$ cat src/rtl/mips_pkg.sv
// Shared types and defaults for the MEM-stage data-memory access block.
package mips_pkg;

    localparam int unsigned XLEN = 32;

    localparam int unsigned    TIMEOUT_CYCLES_DEF = 16;
    localparam logic [XLEN-1:0] ERR_DATA_DEF      = 32'h0000_0000;

    typedef enum logic [1:0] {
        ST_IDLE = 2'd0,
        ST_BUSY = 2'd1,
        ST_DONE = 2'd2
    } mem_state_e;

    // Request payload held stable on the data-memory bus for the whole access.
    typedef struct packed {
        logic            we;
        logic [XLEN-1:0] addr;
        logic [XLEN-1:0] wdata;
    } dmem_cmd_t;

    // Force a byte address onto a word boundary.
    function automatic logic [XLEN-1:0] word_align(input logic [XLEN-1:0] a);
        return {a[XLEN-1:2], 2'b00};
    endfunction

endpackage

$ cat src/rtl/mem_timeout_ctr.sv
// Wait-cycle counter for an outstanding data-memory request.
module mem_timeout_ctr #(
    parameter int unsigned LIMIT = 16
) (
    input  logic clk,
    input  logic reset,
    input  logic clear,
    input  logic enable,
    output logic expired
);

    localparam int unsigned CNT_W = (LIMIT > 2) ? $clog2(LIMIT) : 1;

    logic [CNT_W-1:0] cnt;

    // Count un-acked wait cycles; hold once the limit is reached.
    always_ff @(posedge clk) begin
        if (!reset) begin
            cnt <= '0;
        end else if (clear) begin
            cnt <= '0;
        end else if (enable && !expired) begin
            cnt <= cnt + CNT_W'(1);
        end
    end

    assign expired = (cnt == CNT_W'(LIMIT - 1));

endmodule

$ cat src/rtl/mem_access.sv
// MEM-stage data-memory access controller: stalls the pipeline while a
// word access is outstanding, aborts on timeout, flags misaligned accesses.
module mem_access
    import mips_pkg::*;
#(
    parameter int unsigned    TIMEOUT_CYCLES = TIMEOUT_CYCLES_DEF,
    parameter logic [XLEN-1:0] ERR_DATA      = ERR_DATA_DEF
) (
    input  logic            clk,
    input  logic            reset,
    input  logic            ctrl_memRead_ex_mem,
    input  logic            ctrl_memWrite_ex_mem,
    input  logic [XLEN-1:0] alu_result_ex_mem,
    input  logic [XLEN-1:0] write_data_ex_mem,
    output logic            dmem_req,
    output logic            dmem_we,
    output logic [XLEN-1:0] dmem_addr,
    output logic [XLEN-1:0] dmem_wdata,
    input  logic [XLEN-1:0] dmem_rdata,
    input  logic            dmem_ack,
    output logic [XLEN-1:0] read_data_from_mem,
    output logic            mem_stall,
    output logic            misaligned_fault,
    output logic            bus_timeout
);

    mem_state_e      state, state_next;
    dmem_cmd_t       cmd_q;
    logic            capture;
    logic            load_rd;
    logic [XLEN-1:0] rd_next;
    logic            ctr_clear;
    logic            ctr_en;
    logic            expired;
    logic            access;
    logic            aligned;

    assign access  = ctrl_memRead_ex_mem | ctrl_memWrite_ex_mem;
    assign aligned = (alu_result_ex_mem[1:0] == 2'b00);

    mem_timeout_ctr #(
        .LIMIT (TIMEOUT_CYCLES)
    ) u_timeout_ctr (
        .clk     (clk),
        .reset   (reset),
        .clear   (ctr_clear),
        .enable  (ctr_en),
        .expired (expired)
    );

    // State register.
    always_ff @(posedge clk) begin
        if (!reset) begin
            state <= ST_IDLE;
        end else begin
            state <= state_next;
        end
    end

    // Next-state and control decode; pulses and stall are forced low in reset.
    always_comb begin
        state_next       = state;
        dmem_req         = 1'b0;
        mem_stall        = 1'b0;
        misaligned_fault = 1'b0;
        bus_timeout      = 1'b0;
        capture          = 1'b0;
        load_rd          = 1'b0;
        rd_next          = dmem_rdata;
        ctr_clear        = 1'b0;
        ctr_en           = 1'b0;
        case (state)
            ST_IDLE: begin
                if (access) begin
                    if (aligned) begin
                        mem_stall  = 1'b1;
                        capture    = 1'b1;
                        ctr_clear  = 1'b1;
                        state_next = ST_BUSY;
                    end else begin
                        misaligned_fault = 1'b1;
                    end
                end
            end
            ST_BUSY: begin
                dmem_req  = 1'b1;
                mem_stall = 1'b1;
                if (dmem_ack) begin
                    load_rd    = !cmd_q.we;
                    state_next = ST_DONE;
                end else if (expired) begin
                    bus_timeout = 1'b1;
                    load_rd     = !cmd_q.we;
                    rd_next     = ERR_DATA;
                    state_next  = ST_DONE;
                end else begin
                    ctr_en = 1'b1;
                end
            end
            ST_DONE: begin
                state_next = ST_IDLE;
            end
            default: begin
                state_next = ST_IDLE;
            end
        endcase
        if (!reset) begin
            mem_stall        = 1'b0;
            misaligned_fault = 1'b0;
            bus_timeout      = 1'b0;
        end
    end

    // Latch the bus command on IDLE->BUSY and the load result on completion.
    always_ff @(posedge clk) begin
        if (!reset) begin
            cmd_q              <= '0;
            read_data_from_mem <= '0;
        end else begin
            if (capture) begin
                cmd_q.we    <= ctrl_memWrite_ex_mem;
                cmd_q.addr  <= word_align(alu_result_ex_mem);
                cmd_q.wdata <= write_data_ex_mem;
            end
            if (load_rd) begin
                read_data_from_mem <= rd_next;
            end
        end
    end

    assign dmem_we    = cmd_q.we;
    assign dmem_addr  = cmd_q.addr;
    assign dmem_wdata = cmd_q.wdata;

endmodule

$ cat config.mk
export PLATFORM = sky130hd
export DESIGN_NAME = mem_access
export DESIGN_NICKNAME = d
export VERILOG_FILES = /design/src/rtl/mips_pkg.sv /design/src/rtl/mem_timeout_ctr.sv /design/src/rtl/mem_access.sv
export SDC_FILE = /design/constraint.sdc
export NUM_CORES = 1
export LEC_CHECK = 0
export CORE_MARGIN = 2
export CORE_UTILIZATION = 40
export CTS_CLUSTER_DIAMETER = 60
export DETAILED_ROUTE_END_ITERATION = 8
export GPL_ROUTABILITY_DRIVEN = 0
export HOLD_SLACK_MARGIN = 0.15
export PLACE_DENSITY_LB_ADDON = 0.05
export SETUP_SLACK_MARGIN = 0.1
export SLEW_MARGIN = 30
export SYNTH_ARGS = -nofsm -noshare
export SYNTH_HDL_FRONTEND = slang
export SYNTH_SLANG_ARGS = --single-unit
$ cat constraint.sdc
create_clock -name clk -period 1.7 [get_ports clk]
set_input_delay 0.51 -clock clk [delete_from_list [all_inputs] [get_ports clk]]
set_output_delay 0.51 -clock clk [all_outputs]
set_load 0.1 [all_outputs]
# Yosys cells after proc, flatten, opt, wreduce, memory -nomap -nowiden
# Cells that the tools add are included.
dict set report word_totals {
  regBits 101
  input_bits 101
  out_inout_bits 101
  elab_cells 49
}
dict set report classes {
  n_addsub 1
  n_eq_ne 5
  mux 28
  n_bitwise 2
  n_reduce_logical 7
}
# cell n
set ops {}
lappend ops {{$mux 32} 3}
lappend ops {{$mux 1} 19}
lappend ops {{$mux 2} 4}
lappend ops {{$add 4x1->4 const B} 1}
lappend ops {{$eq 4x4->1 const B} 1}
lappend ops {{$logic_not 2->1} 2}
lappend ops {{$ne 2x2->1 const B} 2}
lappend ops {{$pmux 2 s2} 1}
lappend ops {{$ne 3x2->1 const B} 1}
lappend ops {{$reduce_and 3->1} 1}
lappend ops {{$eq 2x1->1 const B} 1}
lappend ops {{$logic_not 1->1} 2}
lappend ops {{$pmux 1 s2} 1}
lappend ops {{$reduce_or 2->1} 1}
lappend ops {{$logic_and 1x1->1} 1}
lappend ops {{$not 1->1} 1}
lappend ops {{$or 1x1->1} 1}

# Logic depth before layout (Yosys ltp)
dict set report logic_depth {
  ltp_word 5
  depth_mapped 6
  ltp_nobuf 4
}

# Modules after synthesis
# From an unflattened synthesis, not the netlist that was laid out.
dict set report unflattened {
  cells_unflattened 389
  area_unflattened_um2 3854.9
}
# module instances cells_each area_per_inst_um2 seq_area_each_um2
set modules_own_cells {}
lappend modules_own_cells {mem_access 1 367 3657.3 1941.9}
lappend modules_own_cells {mem_timeout_ctr 1 22 197.7 80.1}

# Least setup slack after synthesis
# No wires, ideal clock.
dict set report synth_timing {
  path_kind {reg2out}
  startpoint {reg state[1]}
  endpoint {out bus_timeout}
  arrival_time_ps 3204
  required_ps 1190
  setup_slack_ps -2014
  stages_incl_launch_ff 6
  path_buffers 1
  path_cell_list {dfxtp_1 nand2b_1 buf_6 inv_2 nand2_1 nor3_1}
}
dict set report synth_between {
  elab_chain_len 3
}
# element line_no
set synth_rtl {}
lappend synth_rtl {{start: declaration} mem_access.sv:27} ;# mem_state_e state, state_next;
lappend synth_rtl {{start signal: assignment} mem_access.sv:56} ;# state <= state_next;
lappend synth_rtl {{$eq 2x1->1} mem_access.sv:72} ;# case (state)
lappend synth_rtl {{$mux 1} mem_access.sv:72}
lappend synth_rtl {{$mux 1} mem_access.sv:107} ;# if (!reset) begin
lappend synth_rtl {{end: declaration} mem_access.sv:24} ;# output logic bus_timeout
# No other way between the ends.

# Worst setup path after layout
dict set report layout_timing {
  startpoint {reg u_timeout_ctr.cnt[1]}
  endpoint {out bus_timeout}
}
dict set report layout_between {
  elab_chain_len 5
}
# element line_no
set layout_rtl {}
lappend layout_rtl {{start: declaration} mem_timeout_ctr.sv:14} ;# logic [CNT_W-1:0] cnt;
lappend layout_rtl {{start signal: assignment} mem_timeout_ctr.sv:23} ;# cnt <= cnt + CNT_W'(1);
lappend layout_rtl {{$eq 4x4->1} mem_timeout_ctr.sv:27} ;# assign expired = (cnt == CNT_W'(LIMIT - 1));
lappend layout_rtl {{$mux 1} mem_access.sv:91} ;# end else if (expired) begin
lappend layout_rtl {{$mux 1} mem_access.sv:88} ;# if (dmem_ack) begin
lappend layout_rtl {{$mux 1} mem_access.sv:72}
lappend layout_rtl {{$mux 1} mem_access.sv:107}
# No other way between the ends.

==> results.md <==
Setup path:
- The most critical setup path has its startpoint at u_timeout_ctr.cnt[1].
- For this run, the slowest stage of the critical path takes 380 ps.
- The largest delay contributor family on the critical path is flip-flops.
- The critical path class is flip-flop to primary output.
- In this run the critical register-to-register path is launched from u_timeout_ctr.cnt[0].
- The buffers plus inverters on the worst setup path is 1.
- The worst path arrival time is about 1400 ps.
- The worst register-to-register path has a depth of 6.
- The critical path capture point is bus_timeout.
- STA classifies the critical path startpoint as a flip-flop.
- The endpoint identified for the worst register-to-register timing path is u_timeout_ctr.cnt[0].
- Counting buffers and inverters, the worst setup path is 4 cells deep.
- The data required time of the worst path is 1190 ps.
- The kind of end point of the critical path is a primary output.
- The worst-case register-to-register setup slack is 100 ps.
- The slowest cell on the critical path is sky130_fd_sc_hd__dfxtp_2.
- In this run the worst path has a maximum fanout of 3.
- Walking the worst path, the cells encountered are ha_4 > nand3_4 > nor3_4 > buf_12.

Detailed routing:
- The pre-antenna-repair detailed-routing pass consisted of 4 iterations.
- The number of violations reported at the end of detailed-routing iteration 0 is 173.
- The number of design rule violations left after detail routing is 0.
- Wires add up to ~13000 um.
- After detailed routing, the average wire length per cell comes to 15.9 um.
- The final antenna-violating net count is 0.
- The count of vias placed by the detailed router is roughly 4.2k.
- The post-detailed-route via-to-cell ratio is 5.25.

Floorplan:
- The core region is between 9000 and 10000 um^2.
- From bottom edge to top edge, the die measures 105 um.
- The total I/O pin count is approximately 200.
- The overall die area is 11000 um^2.
- In this run the core area contains 36 standard-cell rows.
- The initial core utilization is 0.413.
- The horizontal die dimension is between 100 and 150 um.

Synthesis:
- The synthesized design contains about 100 register bits.
- The mean post-synth cell area is 8.57 um^2.
- After synthesis the cells add up to a little over 4000 um^2.
- After synthesis, the netlist uses 37 different library cells.
- Yosys printed 0 warnings.
- The sequential-to-total area share from yosys stat is 0.499.
- The cell count after synthesis came out at 473.

Clock network:
- The clock drives between 100 and 150 sinks.
- The clock insertion delay at the later pin of the skew report is 350 ps.
- Clock-pin slew was measured on the worst setup and hold paths at roughly 100 ps.
- The CTS tree is done.
- Clock tree synthesis inserted a total of 9 buffers.
- The tree is rooted in a sky130_fd_sc_hd__clkbuf_8.
- CTS built an H-tree with a depth of 3.
- The hold buffer count at CTS is 0.
- The clock passes through at most 2 buffers.

Timing:
- The tightest hold path in the finished design has a slack of 454 ps.
- Counting I/O delays and the setup requirement, the final critical path takes 1900 ps.
- Setup violations remaining at the end of the flow were counted as 4.
- The worst-case headroom to the max-slew limit is 0.555.
- The slew of the pin with the lowest slew margin is ~670 ps.
- Setup repair after global routing could not meet its margin everywhere.
- The number of hold violations in the final report came to 0.
- Based on the critical path, the design can be clocked at up to 527 MHz.
- The final count of pins violating max slew is 0.
- The final cycle utilization of the critical path is 1.12.
- Across all setup checks in the final design, the least slack found is -199 ps.
- Across the routed clock network, the largest skew measured is 11.4 ps.

Run:
- The number of max-capacitance violations reported is 0.

Power:
- The peak supply drop is 0.509 mV.
- The leakage power total is between 2 and 3 nW.
- The share of total power dissipated in the clock network is 0.267.
- The share of total power dissipated in sequential elements is 0.439.
- The switching share of power is 0.330.
- Cell internal power was estimated by the tool at 0.00387 W.
- In this run the power density over the cells is between 700 and 800 nW/um^2.
- Of the total power, combinational logic draws 0.294.
- For this design the total switching power over the nets is around 0.0019 W.

Layout:
- Of the cells placed in the final design, the portion with a size suffix greater than 1 is 0.258.
- The area growth from synthesis to layout is 88.5%.
- The number of antenna repair diodes is 0.
- After filler insertion, the fill cell instance count of the layout stands at about 660.
- In the final design database the tool counted 767 nets.

Global routing:
- The first-pass GRT wire length is about 20000 um.
- The global route total overflow is 0.
- The number of antenna violations at the first check in global routing was 0.
- The total global routing track utilization is 0.227.
- The via count of the first global-routing pass was just over 4k.
- Entering global routing, the biggest net connects 75 pins.

Placement:
- The pre-CTS worst setup slack is -542 ps.
- In this run the tool buffered the top-level ports with 199 buffer cells.
- The HPWL after detailed placement is 9090 um.

Outcome:
- The checks that failed: setup timing.
- The flow ran to the end, but the final reports show violations.

Min path:
- The worst hold-check path type is primary input to flip-flop.
- The number of instances on the worst hold path is 3.
[how the worst min path moves through the flow]
stage / from / end
5_1_grt: reset / state[1]
4_1_cts: reset / state[1]
3_3_place_gp: u_timeout_ctr.cnt[1] / u_timeout_ctr.cnt[1]
2_1_floorplan: u_timeout_ctr.cnt[1] / u_timeout_ctr.cnt[1]
6_report: reset / state[1]
3_5_place_dp: u_timeout_ctr.cnt[1] / u_timeout_ctr.cnt[1]
[layout make-up]
class | instances | area (um^2) | share of cell area
clock buffers | 11 | 141 | 0.0185
clock inverters | 5 | 60.1 | 0.00786
inverters | 2 | 23.8 | 0.00311
multi-input cells | 322 | 1910 | 0.250
flip-flops and latches | 101 | 2040 | 0.266
well taps | 133 | 166 | 0.0218
repair buffers | 229 | 3300 | 0.432
[cell usage after synthesis]
cell type,instances,area share
sky130_fd_sc_hd__nand3_1,65,0.080
sky130_fd_sc_hd__o21ba_2,1,0.0025
sky130_fd_sc_hd__conb_1,1,0.00093
sky130_fd_sc_hd__or3_1,2,0.0031
sky130_fd_sc_hd__nor3_2,1,0.0025
sky130_fd_sc_hd__nand3b_1,1,0.0019
sky130_fd_sc_hd__nor3_1,1,0.0012
sky130_fd_sc_hd__nand2_1,67,0.062
sky130_fd_sc_hd__buf_4,3,0.0056
sky130_fd_sc_hd__nor2b_1,1,0.0015
sky130_fd_sc_hd__or4_1,1,0.0019
sky130_fd_sc_hd__inv_1,1,0.00093
sky130_fd_sc_hd__a32o_1,1,0.0025
sky130_fd_sc_hd__buf_6,1,0.0028
sky130_fd_sc_hd__nand2b_1,1,0.0015
sky130_fd_sc_hd__nor3_4,1,0.0040
sky130_fd_sc_hd__a21oi_2,1,0.0022
sky130_fd_sc_hd__clkbuf_1,22,0.020
sky130_fd_sc_hd__a31oi_1,1,0.0015
sky130_fd_sc_hd__and2b_1,1,0.0019
sky130_fd_sc_hd__dfxtp_1,101,0.50
sky130_fd_sc_hd__inv_2,1,0.00093
sky130_fd_sc_hd__a21oi_1,4,0.0049
sky130_fd_sc_hd__ha_1,1,0.0031
sky130_fd_sc_hd__nor4b_1,1,0.0022
sky130_fd_sc_hd__buf_2,17,0.021
sky130_fd_sc_hd__o22ai_1,32,0.049
sky130_fd_sc_hd__o31ai_1,2,0.0037
sky130_fd_sc_hd__nor2_1,2,0.0019
sky130_fd_sc_hd__clkbuf_2,6,0.0074
sky130_fd_sc_hd__a21boi_0,22,0.041
sky130_fd_sc_hd__o21bai_2,1,0.0028
sky130_fd_sc_hd__o21ai_0,65,0.080
sky130_fd_sc_hd__o21ai_1,1,0.0012
sky130_fd_sc_hd__a31o_2,1,0.0022
sky130_fd_sc_hd__or4_4,1,0.0028
sky130_fd_sc_hd__a21boi_1,41,0.076
[per-stage QoR]
stage | setup TNS [ps] | util | power, W | cell area, um^2 | std cells
2_1_floorplan | -778 | - | 0.00350 | 4140 | 474
3_3_place_gp | -33970 | 0.747 | 0.00425 | 7330 | 783
3_5_place_dp | -38520 | 0.747 | 0.00427 | 7330 | 783
4_1_cts | -589 | 0.776 | 0.00581 | 7620 | 803
5_1_grt | -736 | 0.778 | 0.00598 | 7640 | 803
6_report | -540 | 0.778 | 0.00578 | 7640 | 803
[layout by cell type, fill, tap and decap left out, types with 3 or more instances in the layout]
cell / synthesis / final
sky130_fd_sc_hd__nand3_1: 65 / 64
sky130_fd_sc_hd__dfxtp_1: 101 / 96
sky130_fd_sc_hd__a21boi_1: 41 / 41
sky130_fd_sc_hd__dfxtp_4: 0 / 3
sky130_fd_sc_hd__clkdlybuf4s50_1: 0 / 94
sky130_fd_sc_hd__clkinvlp_4: 0 / 4
sky130_fd_sc_hd__o22ai_1: 32 / 32
sky130_fd_sc_hd__nand2_1: 67 / 66
sky130_fd_sc_hd__a21boi_0: 22 / 22
sky130_fd_sc_hd__buf_12: 0 / 106
sky130_fd_sc_hd__buf_6: 1 / 3
sky130_fd_sc_hd__o21ai_0: 65 / 64
sky130_fd_sc_hd__buf_4: 3 / 20
sky130_fd_sc_hd__clkbuf_8: 0 / 10
sky130_fd_sc_hd__nor3_4: 1 / 3
[power groups by stage]
stage | Sequential (W) | Combinational [W] | Clock [W]
global placement | 0.00259 | 0.00167 | 0
floorplan | 0.00313 | 0.000377 | 0
global route | 0.00254 | 0.00177 | 0.00167
detailed placement | 0.00259 | 0.00168 | 0
CTS | 0.00254 | 0.00170 | 0.00158
finish | 0.00253 | 0.00170 | 0.00154
[tightest hold or removal path, cell delays in order]
cell and delay [ps]:
sky130_fd_sc_hd__buf_4 150, sky130_fd_sc_hd__nand2_4 80, sky130_fd_sc_hd__nor2_1 40
[state kept, by name, indices dropped and copies added, names as in the netlist]
signal              cells
dmem_we                 1
dmem_addr              30
u_timeout_ctr.cnt       4
state                   2
dmem_wdata             32
read_data_from_mem     32
[logic make-up after synthesis]
logic type	share of synthesized area
adders and majority gates	0.00309
buffers and inverters	0.0589
and+or+nand+nor	0.169
other	0.000925
DFF	0.499
AOI/OAI and AO/OA	0.270
[metal layers]
| layer | wire length (um) | track usage |
|---|---|---|
| met1 | 4930 | 0.271 |
| met2 | 6380 | 0.376 |
| met3 | 1040 | 0.0786 |
| met4 | 424 | 0.0876 |
| met5 | 0 | 0 |
[timing repair]
item / 4_1_cts / 5_1_grt
pin swaps: 6 / 4
endpoints found under the hold margin: 0 / 0
buffers inserted: 4 / 0
endpoints found under the setup margin: 71 / 42
gates resized for setup: 26 / 7
Note: power is estimated with default switching activity, not from simulation.
